### config.mk
export PLATFORM = sky130hd
export DESIGN_NAME = seq1010_stream_ctrl
export DESIGN_NICKNAME = d
export VERILOG_FILES = /design/src/rtl/seq1010_stream_ctrl.sv
export SDC_FILE = /design/constraint.sdc
export NUM_CORES = 1
export LEC_CHECK = 0
export ABC_AREA = 1
export CORE_ASPECT_RATIO = 1.75
export CORE_MARGIN = 3
export CORE_UTILIZATION = 45
export DETAILED_ROUTE_END_ITERATION = 16
export PLACE_DENSITY = 0.8
export SLEW_MARGIN = 30
export SYNTH_ARGS = -nofsm -noshare
export SYNTH_HDL_FRONTEND = slang
export SYNTH_SLANG_ARGS = --single-unit
### constraint.sdc
create_clock -name clk -period 1.5 [get_ports clk]
set_input_delay 0.225 -clock clk [delete_from_list [all_inputs] [get_ports clk]]
set_output_delay 0.225 -clock clk [all_outputs]
set_load 0.05 [all_outputs]
### src/rtl/seq1010_stream_ctrl.sv
// Word-to-bit stream controller feeding an overlapping "1010" Mealy detector,
// with a saturating match counter and a sticky threshold interrupt.
module seq1010_stream_ctrl #(
    parameter int WIDTH = 8,
    parameter int CNT_W = 8
) (
    input  logic             clk,
    input  logic             rst,
    input  logic [WIDTH-1:0] in_data,
    input  logic             in_valid,
    output logic             in_ready,
    input  logic [CNT_W-1:0] thresh,
    input  logic             clr,
    output logic             busy,
    output logic             match_pulse,
    output logic [CNT_W-1:0] match_count,
    output logic             irq
);

    localparam int BC_W = $clog2(WIDTH);

    localparam logic [0:0] ST_IDLE  = 1'b0;
    localparam logic [0:0] ST_SHIFT = 1'b1;

    localparam logic [1:0] D_S0   = 2'd0;
    localparam logic [1:0] D_S1   = 2'd1;
    localparam logic [1:0] D_S10  = 2'd2;
    localparam logic [1:0] D_S101 = 2'd3;

    localparam logic [BC_W-1:0]  BC_LAST = BC_W'(WIDTH - 1);
    localparam logic [CNT_W-1:0] CNT_MAX = '1;

    logic [0:0]       state_q,  state_d;
    logic [1:0]       det_q,    det_d;
    logic [WIDTH-1:0] shreg_q,  shreg_d;
    logic [BC_W-1:0]  bitcnt_q, bitcnt_d;
    logic             pulse_q,  pulse_d;
    logic [CNT_W-1:0] count_q,  count_d;
    logic             irq_q,    irq_d;

    logic shifting;
    logic last_bit;
    logic accept;
    logic scan_bit;
    logic match_comb;

    function automatic logic [1:0] det_next(input logic [1:0] s, input logic b);
        logic [1:0] n;
        n = D_S0;
        case (s)
            D_S0:    n = b ? D_S1   : D_S0;
            D_S1:    n = b ? D_S1   : D_S10;
            D_S10:   n = b ? D_S101 : D_S0;
            D_S101:  n = b ? D_S1   : D_S10;
            default: n = D_S0;
        endcase
        return n;
    endfunction

    assign shifting   = (state_q == ST_SHIFT);
    assign last_bit   = shifting && (bitcnt_q == '0);
    // Ready on the last shift cycle too, so words stream with no bubble.
    assign in_ready   = !clr && ((state_q == ST_IDLE) || last_bit);
    assign accept     = in_valid && in_ready;
    assign scan_bit   = shreg_q[WIDTH-1];
    assign match_comb = shifting && (det_q == D_S101) && !scan_bit;

    always_comb begin
        state_d  = state_q;
        shreg_d  = shreg_q;
        bitcnt_d = bitcnt_q;
        if (clr) begin
            state_d  = ST_IDLE;
            shreg_d  = '0;
            bitcnt_d = '0;
        end else if (accept) begin
            state_d  = ST_SHIFT;
            shreg_d  = in_data;
            bitcnt_d = BC_LAST;
        end else if (shifting) begin
            shreg_d  = {shreg_q[WIDTH-2:0], 1'b0};
            bitcnt_d = bitcnt_q - 1'b1;
            if (last_bit) begin
                state_d = ST_IDLE;
            end
        end
    end

    // Detector state is kept across words and idle gaps; only clr restarts it.
    always_comb begin
        det_d = det_q;
        if (clr) begin
            det_d = D_S0;
        end else if (shifting) begin
            det_d = det_next(det_q, scan_bit);
        end
    end

    always_comb begin
        pulse_d = 1'b0;
        count_d = count_q;
        irq_d   = irq_q;
        if (clr) begin
            count_d = '0;
            irq_d   = 1'b0;
        end else if (match_comb) begin
            pulse_d = 1'b1;
            // irq only fires on the increment that lands on thresh.
            if (count_q != CNT_MAX) begin
                count_d = count_q + 1'b1;
                if ((thresh != '0) && (count_d == thresh)) begin
                    irq_d = 1'b1;
                end
            end
        end
    end

    always_ff @(posedge clk or posedge rst) begin
        if (rst) begin
            state_q  <= ST_IDLE;
            det_q    <= D_S0;
            shreg_q  <= '0;
            bitcnt_q <= '0;
            pulse_q  <= 1'b0;
            count_q  <= '0;
            irq_q    <= 1'b0;
        end else begin
            state_q  <= state_d;
            det_q    <= det_d;
            shreg_q  <= shreg_d;
            bitcnt_q <= bitcnt_d;
            pulse_q  <= pulse_d;
            count_q  <= count_d;
            irq_q    <= irq_d;
        end
    end

    assign busy        = shifting;
    assign match_pulse = pulse_q;
    assign match_count = count_q;
    assign irq         = irq_q;

endmodule

# --- Word-level counts from Yosys, hierarchy flattened ---
# Cells that the tools add are included.
word_totals:
  reg_bits: 24
  inputBits: 20
  out_inout_bits: 12
  word_cells: 60
classes:
  add_sub_neg: 2
  n_eq_ne: 5
  muxes: 25
  bitwise_logic: 1
  reduce_logical: 20
ops:
  columns: ["cell", "n"]
  rows:
  - ["8-bit 2-to-1 mux", 6]
  - ["1-bit 2-to-1 mux", 11]
  - ["3-bit 2-to-1 mux", 3]
  - ["8-bit by 1-bit adder with 8-bit output (second input constant)", 1]
  - ["8-bit equality test", 1]
  - ["2-bit 2-to-1 mux", 4]
  - ["8-bit inequality test (second input constant)", 1]
  - ["2-bit nonzero test", 4]
  - ["8-bit nonzero test", 1]
  - ["1-bit logical AND", 6]
  - ["2-bit case mux with 3 select lines", 1]
  - ["2-bit equality test (second input constant)", 2]
  - ["3-bit zero test", 1]
  - ["3-bit AND reduction", 1]
  - ["3-bit nonzero test", 1]
  - ["3-bit by 1-bit subtractor with 3-bit output (second input constant)", 1]
  - ["2-bit by 1-bit equality test with 1-bit output (second input constant)", 1]
  - ["1-bit zero test", 2]
  - ["2-bit zero test", 1]
  - ["2-bit AND reduction", 1]
  - ["2-bit OR reduction", 1]
  - ["1-bit logical OR", 1]
  - ["1-bit NOT", 1]

# --- Logic depth before layout (Yosys ltp) ---
# Gate-level depths: netlist of the first run.
logic_depth:
  word_depth: 7
  ltp_mapped: 11
  depth_no_buf: 11

# --- Worst setup path before layout of the first run ---
# No wires, ideal clock.
synth_timing:
  path_kind: "reg-to-reg"
  start: "register bitcnt_q[0]"
  end: "register shreg_q[1]"
  setup_time_ns: 0.131
  arrival_ns: 2.175
  required_ns: 1.369
  path_slack_ns: -0.806
  stages_incl_launch_ff: 10
  n_path_buf: 1
  synth_period_minus_slack_ns: 2.306
  path_cell_list: "dfrtp_1 > inv_1 > ha_1 > ha_1 > inv_1 > a21oi_1 > nand2_2 > buf_6 > nor2_1 > o22ai_1"
synth_via:
  elab_chain_len: 7
  elab_cells_between_ends: 8
  classes_between: "mux (2); reduce/logical (6)"
synth_rtl:
  columns: ["item", "line", "text"]
  rows:
  - ["start: declaration", "36", "logic [BC_W-1:0] bitcnt_q, bitcnt_d;"]
  - ["start signal: assignment", "131", "bitcnt_q <= bitcnt_d;"]
  - ["3-bit zero test *", "61", "assign last_bit = shifting && (bitcnt_q == '0);"]
  - ["1-bit logical AND *", "61", null]
  - ["1-bit logical OR *", "63", "assign in_ready = !clr && ((state_q == ST_IDLE) || last_bit);"]
  - ["1-bit logical AND *", "63", null]
  - ["net in_ready", "11", "output logic in_ready,"]
  - ["1-bit logical AND *", "64", "assign accept = in_valid && in_ready;"]
  - ["8-bit 2-to-1 mux", "76", "end else if (accept) begin"]
  - ["8-bit 2-to-1 mux", "72", "if (clr) begin"]
  - ["end signal: assignment", "130", "shreg_q <= shreg_d;"]
  - ["end: declaration", "35", "logic [WIDTH-1:0] shreg_q, shreg_d;"]
# Mark *: on every way through the listed nets, which the timed path passes. The rest lies on a longest branch.
# A chain may end at the register's enable or synchronous reset.

# --- Worst setup path in the final report of the first run ---
layout_timing:
  start: "register bitcnt_q[1]"
  end: "output port in_ready"
layout_via:
  elab_chain_len: 4
layout_rtl:
  columns: ["item", "line"]
  rows:
  - ["3-bit zero test", "61"]
  - ["1-bit logical AND", "61"]
  - ["1-bit logical OR", "63"]
  - ["1-bit logical AND", "63"]
  - ["end: declaration", "11"]
# No other way between the ends.

==> results of run 1 <==
layout by cell type, fill, tap and decap left out, types with 6 or more instances in the layout:
cell type / netlist / layout
sky130_fd_sc_hd__buf_12: 0 / 11
sky130_fd_sc_hd__buf_4: 0 / 21
sky130_fd_sc_hd__clkdlybuf4s50_1: 0 / 19
sky130_fd_sc_hd__dfrtp_1: 24 / 16
sky130_fd_sc_hd__dfrtp_2: 0 / 8
sky130_fd_sc_hd__inv_1: 32 / 28
sky130_fd_sc_hd__nand2_1: 42 / 35
sky130_fd_sc_hd__nand2_2: 5 / 8
sky130_fd_sc_hd__nand3_1: 26 / 20
sky130_fd_sc_hd__nand3_2: 1 / 7
sky130_fd_sc_hd__nor2_1: 21 / 17
sky130_fd_sc_hd__o21ai_1: 4 / 6
sky130_fd_sc_hd__o22ai_1: 11 / 7
cell type report:
class / instances / area (µm²)
inverter: 34 / 130.1
timing repair buffer: 53 / 590.6
clock buffer: 3 / 41.29
sequential: 24 / 610.6
tap: 42 / 52.55
multi-input combinational: 138 / 898.4
clock inverter: 1 / 30.03
fill: 204 / 639.4
power groups by stage:
stage | logic, mW | registers (mW) | clock network (mW)
final | 0.477 | 0.712 | 0.579
after CTS | 0.388 | 0.711 | 0.577
after detailed placement | 0.342 | 0.721 | 0
after global routing | 0.518 | 0.716 | 0.608
after floorplan | 0.183 | 0.728 | 0
after global placement | 0.335 | 0.720 | 0
worst max-delay path, cell delays in order, from the launching register on:
cell and delay, ps:
sky130_fd_sc_hd__dfrtp_1 410, sky130_fd_sc_hd__inv_2 90, sky130_fd_sc_hd__ha_4 150, sky130_fd_sc_hd__ha_4 130
sky130_fd_sc_hd__inv_4 40, sky130_fd_sc_hd__a21oi_4 160, sky130_fd_sc_hd__buf_12 160
metal layers:
metal	part of all wire	track usage	vias to the layer above
met4	0.057	0.1368	0
met5	0	0	-
met3	0.043	0.04404	24
met1	0.35	0.2165	722
met2	0.55	0.4033	68
li1	-	-	757
through the flow:
stage | power (mW) | cells | hold slack, ps | utilization | area (µm²)
floorplan | 0.9109 | 199 | 239.1 | - | 1493
global placement | 1.055 | 285 | 512.1 | 0.6906 | 2067
detailed placement | 1.062 | 285 | 515.7 | 0.6906 | 2067
CTS | 1.676 | 290 | 301.3 | 0.7341 | 2197
global route | 1.842 | 295 | 324.3 | 0.7864 | 2354
finish | 1.768 | 295 | 292.0 | 0.7864 | 2354
Yosys cell counts:
master and number:
sky130_fd_sc_hd__nand2_1 42, sky130_fd_sc_hd__inv_1 32, sky130_fd_sc_hd__nand3_1 26, sky130_fd_sc_hd__dfrtp_1 24, sky130_fd_sc_hd__nor2_1 21, sky130_fd_sc_hd__o22ai_1 11, sky130_fd_sc_hd__o21ai_0 6, sky130_fd_sc_hd__nand2_2 5
sky130_fd_sc_hd__o21ai_1 4, sky130_fd_sc_hd__a21oi_1 3, sky130_fd_sc_hd__ha_1 3, sky130_fd_sc_hd__nand3b_1 3, sky130_fd_sc_hd__clkbuf_1 2, sky130_fd_sc_hd__inv_2 2, sky130_fd_sc_hd__nor2_4 2, sky130_fd_sc_hd__o21ai_2 2
sky130_fd_sc_hd__o21bai_1 2, sky130_fd_sc_hd__a211oi_1 1, sky130_fd_sc_hd__a21oi_2 1, sky130_fd_sc_hd__buf_2 1, sky130_fd_sc_hd__buf_6 1, sky130_fd_sc_hd__nand3_2 1, sky130_fd_sc_hd__nand4_1 1, sky130_fd_sc_hd__nor2_2 1
sky130_fd_sc_hd__o31ai_1 1, sky130_fd_sc_hd__xnor2_1 1
final timing paths:
kind | startpoint | to | slack [ps] | depth (start not counted)
max | bitcnt_q[1]$_DFFE_PP0P_ | in_ready | -130 | 6
max reg2reg | match_count[0]$_DFFE_PP0P_ | irq$_DFFE_PP0P_ | -60 | 8
min | rst | match_count[3]$_DFFE_PP0P_ | 290 | 3
min in group clk | irq$_DFFE_PP0P_ | irq$_DFFE_PP0P_ | 530 | 2
max in group asynchronous | rst | busy$_DFF_PP0_ | 940 | 3
min reg2reg | irq$_DFFE_PP0P_ | irq$_DFFE_PP0P_ | 530 | 2
logic make-up (layout without fill, tap and decap cells):
kind of cell,count (synthesis),after routing,share of synthesized area
compound gates,31,31,0.1308
xor+xnor,1,1,0.006025
simple gates,102,103,0.3201
buf+inv,38,91,0.1041
fa+ha+maj,3,3,0.02582
flops,24,24,0.4131
state kept, by name (all words and copies together) (netlist names):
name	count
det_q	2
busy	1
match_count	8
irq	1
bitcnt_q	3
shreg_q	8
match_pulse	1
what timing repair did:
action,4_1_cts,5_1_grt
endpoints found under the setup margin,20,20
gates resized for setup,12,30
pin swaps,5,6
buffers inserted,1,4
gates cloned,0,1
==> results by stage, run 1 <==
Power and ir drop:
- Of the total power, the share spent switching nets is 0.2796.
- The relative contribution of the clock network to total power is 0.327.
- Across the VDD grid, the largest voltage drop is 0.8128 mV.
- The power per standard cell area is between 700 and 800 nW/µm².
- In this run the static leakage power is between 1 and 1.5 nW.
- Of the total power, registers draw 0.403.
- The share of total power dissipated in combinational logic is 0.270.
- Cell internal power was estimated by the tool at between 1 and 1.5 mW.
- In this run the power spent charging and discharging nets is 0.4943 mW.

Routing:
- The first-pass iteration count of the detailed router is 4.
- For this run, design rule violations remaining after detail routing come to 0.
- The routed wire length is 4212 µm.
- The remaining number of nets flagged by the antenna check after routing is 0.
- The first routing iteration left 52 violations.
- The average wire per cell in the routed design is 14.28 µm.
- Detailed routing inserted a total of 1,571 vias.
- The routed via count divided by cell count is approximately 5.3.

STA:
- The transition time of the tightest slew-check pin is 327.4 ps.
- The headroom to the max-slew limit is 0.7811.
- Setup repair after global routing could not meet its margin everywhere.
- The sum of negative setup slack is -599.7 ps.
- The number of max-slew violations in the final report is 0.
- The peak clock frequency supported by timing is 612.0 MHz.
- The total of endpoints with negative setup slack in the final report is 13.
- In the finished design, the share of the clock period the worst path needs comes to 1.089.
- The slack of the critical path is -134.1 ps.
- The smallest clock period supported by the final layout is computed as 1634 ps.
- The number of failing hold endpoints at the final stage came to 0.
- Clock skew on the completed layout was measured at 4.409 ps.

Synthesis:
- Synthesis inferred 24 register bits.
- The average instance area after synthesis is 7.306 µm².
- The sequential share of the synthesized area is 0.4131.
- Of all cell types, the one taking the most synthesized area is sky130_fd_sc_hd__dfrtp_1.
- When the netlist entered floorplanning its net count stood at ~220.
- Ranked by total cell area, the synthesized netlist is headed by sky130_fd_sc_hd__dfrtp_1 41%, sky130_fd_sc_hd__nand2_1 11%, sky130_fd_sc_hd__nand3_1 9.0%.
- For this run, the number of Yosys warnings is 0.
- The number of cells produced by synthesis is slightly below 200.
- The share of Yosys cell area claimed by the top area cell type is 0.4131.
- The count of different cell masters after synthesis is 26.
- The cell area after synthesis is 1454 µm².

Outcome:
- The run finished, with violations left.
- The checks that failed: negative setup slack.

GRT:
- The number of global-route vias before repair is around 1,600.
- The number of antenna violations at the first check in global routing is 0.
- Entering global routing, the biggest net connects 25 pins.
- The global-route wire length before repair is between 6000 and 7000 µm.
- The global routing usage summed across all routing layers is 0.2163.
- The global-route congestion overflow total is 0.

Placed design:
- The routability congestion estimate is 0.8494.
- After legalization and detailed placement, the total HPWL measured 2646 µm.
- The port buffer count is 31.
- The pre-CTS worst setup slack is -80.93 ps.

Critical path:
- The worst setup path is launched from a flip-flop.
- The capturing element type of the critical path is a primary output.
- The endpoint arrival time on the critical path is between 1000 and 1500 ps.
- The category of the most critical setup path is reg2out.
- The maximum fanout encountered on the critical timing path is 2.
- The data required time of the worst path is 1270 ps.

Clocking:
- The clock-pin transition on the worst setup and hold timing paths is 90 ps.
- The number of sinks on the clock net is 24.
- The clock reaches the later pin of the worst-skew pair after 270 ps.
- The root buffer cell is sky130_fd_sc_hd__clkbuf_8.
- The count of hold buffers inserted by post-cts repair is 0.
- The longest clock path from root to sink contains 2 buffers.
- TritonCTS built the clock tree.
- The number of clock buffers added by TritonCTS is 3.
- CTS built an H-tree with a depth of 1.

Die:
- The width of the die is 48.97 µm.
- The starting utilization of the core area is 0.4858.
- The die footprint is 3975 µm².
- In this run the vertical extent of the chip is 81.19 µm.
- In this run the count of I/O pins placed on the die edge is 32.
- In this run the core area contains 26 standard-cell rows.
- The core footprint is about 3000 µm².

Hold path:
- The tightest min-delay check is of the in2async type.

Layout:
- In the final layout, the share of cells above drive strength 1 is 0.3597.
- The synthesis-to-layout area growth is 61.88%.
- The repair_antennas step left the layout with diodes totalling 0.
- In the final design database the tool counted around 280 nets.

Flow run:
- Across the run, the number of max-cap violations was 0.
No activity file was read; power rests on OpenSTA's default activity.
==> run 2, diff against run 1 <==
Settings changed: CORE_MARGIN 3 to default, CORE_UTILIZATION 45 to 30, PLACE_DENSITY 0.8 to 0.59.
==> results by stage, run 2 (synthesis gave the netlist of run 1 again) <==
Outcome:
- The flow ran to the end, but the final reports show violations.
- The checks that failed: negative setup slack.

Power and ir drop:
- The power per standard cell area came to 688.0 nW/µm² (-8.4%).
- The leakage power summed over all cells came to 1.028 nW (-3.3%).
- The part of the power in combinational logic is 0.256 (-0.014).
- The switching share of power is 0.2812 (+0.001554).
- The sequential fraction of design power is 0.454 (+0.051).
- The total net switching power is 0.4385 mW (-11%).
- The internal power of the cells is 1.121 mW (-12%).
- The relative contribution of the clock network to total power was 0.289 (-0.038).
- The highest ir drop seen on vdd is 0.6682 mV (-18%).

Flow run:
- The total of max-cap violations is 0 (unchanged).

Clocking:
- The clock latency at the later pin of the worst-skew pair is 270 ps (about the same).
- The TritonCTS buffer count was 3 (unchanged).
- The depth of the CTS H-tree is 1 (unchanged).
- The clock-pin transition on the worst setup and hold timing paths is 90 ps (about the same).
- CTS placed an instance of sky130_fd_sc_hd__clkbuf_8 at the clock tree root.
- The count of hold buffers inserted by post-cts repair is 0 (unchanged).
- The clock tree buffer depth is 2 (unchanged).
- The TritonCTS clock tree is done.
- The number of sinks on the clock net came to 24 (unchanged).

STA:
- The total of endpoints with negative setup slack in the final report came to 1 (-12).
- The share of the clock period used by the worst path was 1.090 (about the same).
- The headroom to the max-slew limit came to 0.7859 (+0.004856).
- The transition time of the tightest slew-check pin is 321.1 ps (-6.259 ps).
- The number of failing hold endpoints at the final stage is 0 (unchanged).
- Setup repair after global routing could not meet its margin everywhere.
- The worst clock skew on the final layout is 2.881 ps (-1.528 ps).
- The peak clock frequency supported by timing is 611.8 MHz (about the same).
- The post-route minimum period is 1634 ps (+0.3650 ps).
- The smallest hold slack came to 303.9 ps (+11.91 ps).
- The slack of the critical path is -134.4 ps (-0.3650 ps).
- The number of max-slew violations in the final report is 0 (unchanged).

Layout:
- In the layout the commonest cells are 41 x sky130_fd_sc_hd__nand2_1, 29 x sky130_fd_sc_hd__inv_1, 26 x sky130_fd_sc_hd__nand3_1.
- The number of standard cells in the layout, taps in and fillers out is 307 (+4.1%).
- The number of diodes added for antenna fixing came to 0 (unchanged).
- The most common cell after layout, fill and taps aside is sky130_fd_sc_hd__nand2_1.
- The area growth from synthesis to layout is 55.94%.
- The post-layout net count is 279 (+0.72%).
- The share of the core filled with cells was 0.4859 (-0.3005).
- The fraction of layout instances using a drive strength above 1 is 0.2980 (-0.06164).

Die:
- The number of primary I/O pins is 32 (unchanged).
- The cell row count was 33 (+27%).
- The width of the die was 54.63 µm (+12%).
- The core footprint came to 4666 µm² (+56%).
- The die footprint is 5140 µm² (+29%).
- The starting utilization of the core area is 0.3116 (-0.1742).
- The die span in y is 94.09 µm (+16%).

Routing:
- The routed wire length is 3607 µm (-14%).
- The average wire per cell in the routed design was 11.75 µm (-18%).
- The first-pass iteration count of the detailed router was 4 (unchanged).
- The routed via count divided by cell count was 4.860 (-8.7%).
- The number of remaining DRC errors is 0 (unchanged).
- The remaining number of nets flagged by the antenna check after routing is 0 (unchanged).
- The via count is 1,492 (-5.0%).
- The violation count after the first detailed-routing iteration is 19 (-63%).

Critical path:
- The setup slack on the worst flop-to-flop path is 10 ps (+70 ps).
- The data required time of the worst path is 1270 ps (about the same).
- The maximum fanout encountered on the critical timing path was 2 (unchanged).
- Following the worst setup path forward leads to its endpoint at in_ready.
- The worst reg-to-reg path cell count is 8 (unchanged).
- The worst register-to-register path ends at irq$_DFFE_PP0P_.
- The reg-to-reg critical path startpoint is match_count[0]$_DFFE_PP0P_.
- The delay of the slowest critical-path stage is 400 ps (about the same).
- Among all stages on the critical path, the largest delay is contributed by sky130_fd_sc_hd__dfrtp_1.
- Tracing the worst setup path back leads to its startpoint at bitcnt_q[0]$_DFFE_PP0P_.
- The capturing element type of the critical path is a primary output.
- The critical path goes through inv_2 > ha_4 > ha_4 > inv_2 > a21oi_4 > buf_6 > buf_12.
- The startpoint kind of the worst setup timing path is a flip-flop.
- The endpoint arrival time on the critical path was 1410 ps (about the same).
- The worst setup path is of the reg2out kind.

Placed design:
- The number of cells after detailed placement was 299 (+4.9%).
- The port buffer count came to 31 (unchanged).
- The routability congestion estimate is 0.7492 (-12%).
- The pre-CTS worst setup slack is -122.9 ps (-41.97 ps).
- The detailed placement HPWL came to 2713 µm (+2.5%).

GRT:
- The largest net degree at the start of global routing is 25 (unchanged).
- The number of global-route vias before repair is 1,317 (-16%).
- The global-route wire length before repair is 5740 µm (-14%).
- The global routing usage summed across all routing layers is 0.1540 (-0.06235).
- The number of antenna violations at the first check in global routing is 0 (unchanged).
- The global-route congestion overflow total came to 0 (unchanged).

Hold path:
- In this run the worst hold path is classified as in2async.
[run 2: worst max-delay path: cells and delay by family, from the launching register on]
family | cells | cell delay (ps)
buf+inv | 4 | 360
compound gates | 1 | 120
fa+ha+maj | 2 | 250
flops | 1 | 400
[run 2: power by group through the flow]
stage	Combinational (mW)	Clock, mW	Sequential (mW)
6_report	0.400	0.451	0.709
5_1_grt	0.453	0.491	0.713
4_1_cts	0.396	0.463	0.709
3_5_place_dp	0.349	0	0.721
3_3_place_gp	0.347	0	0.719
2_1_floorplan	0.183	0	0.728
[run 2: worst min-delay path by stage]
stage,start,endpoint,slack (ps),cells past startpoint
6_report,rst,match_count[1]$_DFFE_PP0P_,300,3
5_1_grt,rst,bitcnt_q[0]$_DFFE_PP0P_,350,3
4_1_cts,rst,bitcnt_q[0]$_DFFE_PP0P_,320,3
3_5_place_dp,shreg_q[0]$_DFFE_PP0P_,shreg_q[0]$_DFFE_PP0P_,530,2
3_3_place_gp,det_q[1]$_DFFE_PP0P_,det_q[1]$_DFFE_PP0P_,520,2
2_1_floorplan,rst,bitcnt_q[0]$_DFFE_PP0P_,240,1
[run 2: through the flow]
stage | power (mW) | TNS, ps | instance area (µm²)
2_1_floorplan | 0.9109 | -1762 | 1493
3_3_place_gp | 1.066 | -699.4 | 2110
3_5_place_dp | 1.070 | -1098 | 2110
4_1_cts | 1.568 | -153.5 | 2217
5_1_grt | 1.658 | -914.4 | 2267
6_report | 1.560 | -134.4 | 2267
[run 2: layout make-up]
type / count / area [µm²]
timing repair buffer: 55 / 601.8
multi-input combinational: 138 / 807.0
sequential: 24 / 610.6
tap: 52 / 65.06
clock buffer: 4 / 55.05
inverter: 34 / 127.6
fill: 465 / 2399
[run 2: timing repair]
item | in CTS | in global routing
hold endpoints to repair | 0 | 0
resized for setup | 8 | 8
buffers inserted | 2 | 1
pin swaps | 2 | 4
endpoints found under the setup margin | 8 | 19
gates cloned | 0 | 1
[run 2: metal layers]
metal	track usage	routed length [µm]	up-vias
li1	-	-	760
met1	0.1576	1352	683
met2	0.2892	2055	40
met3	0.01133	106	9
met4	0.07265	92	0
met5	0	0	-
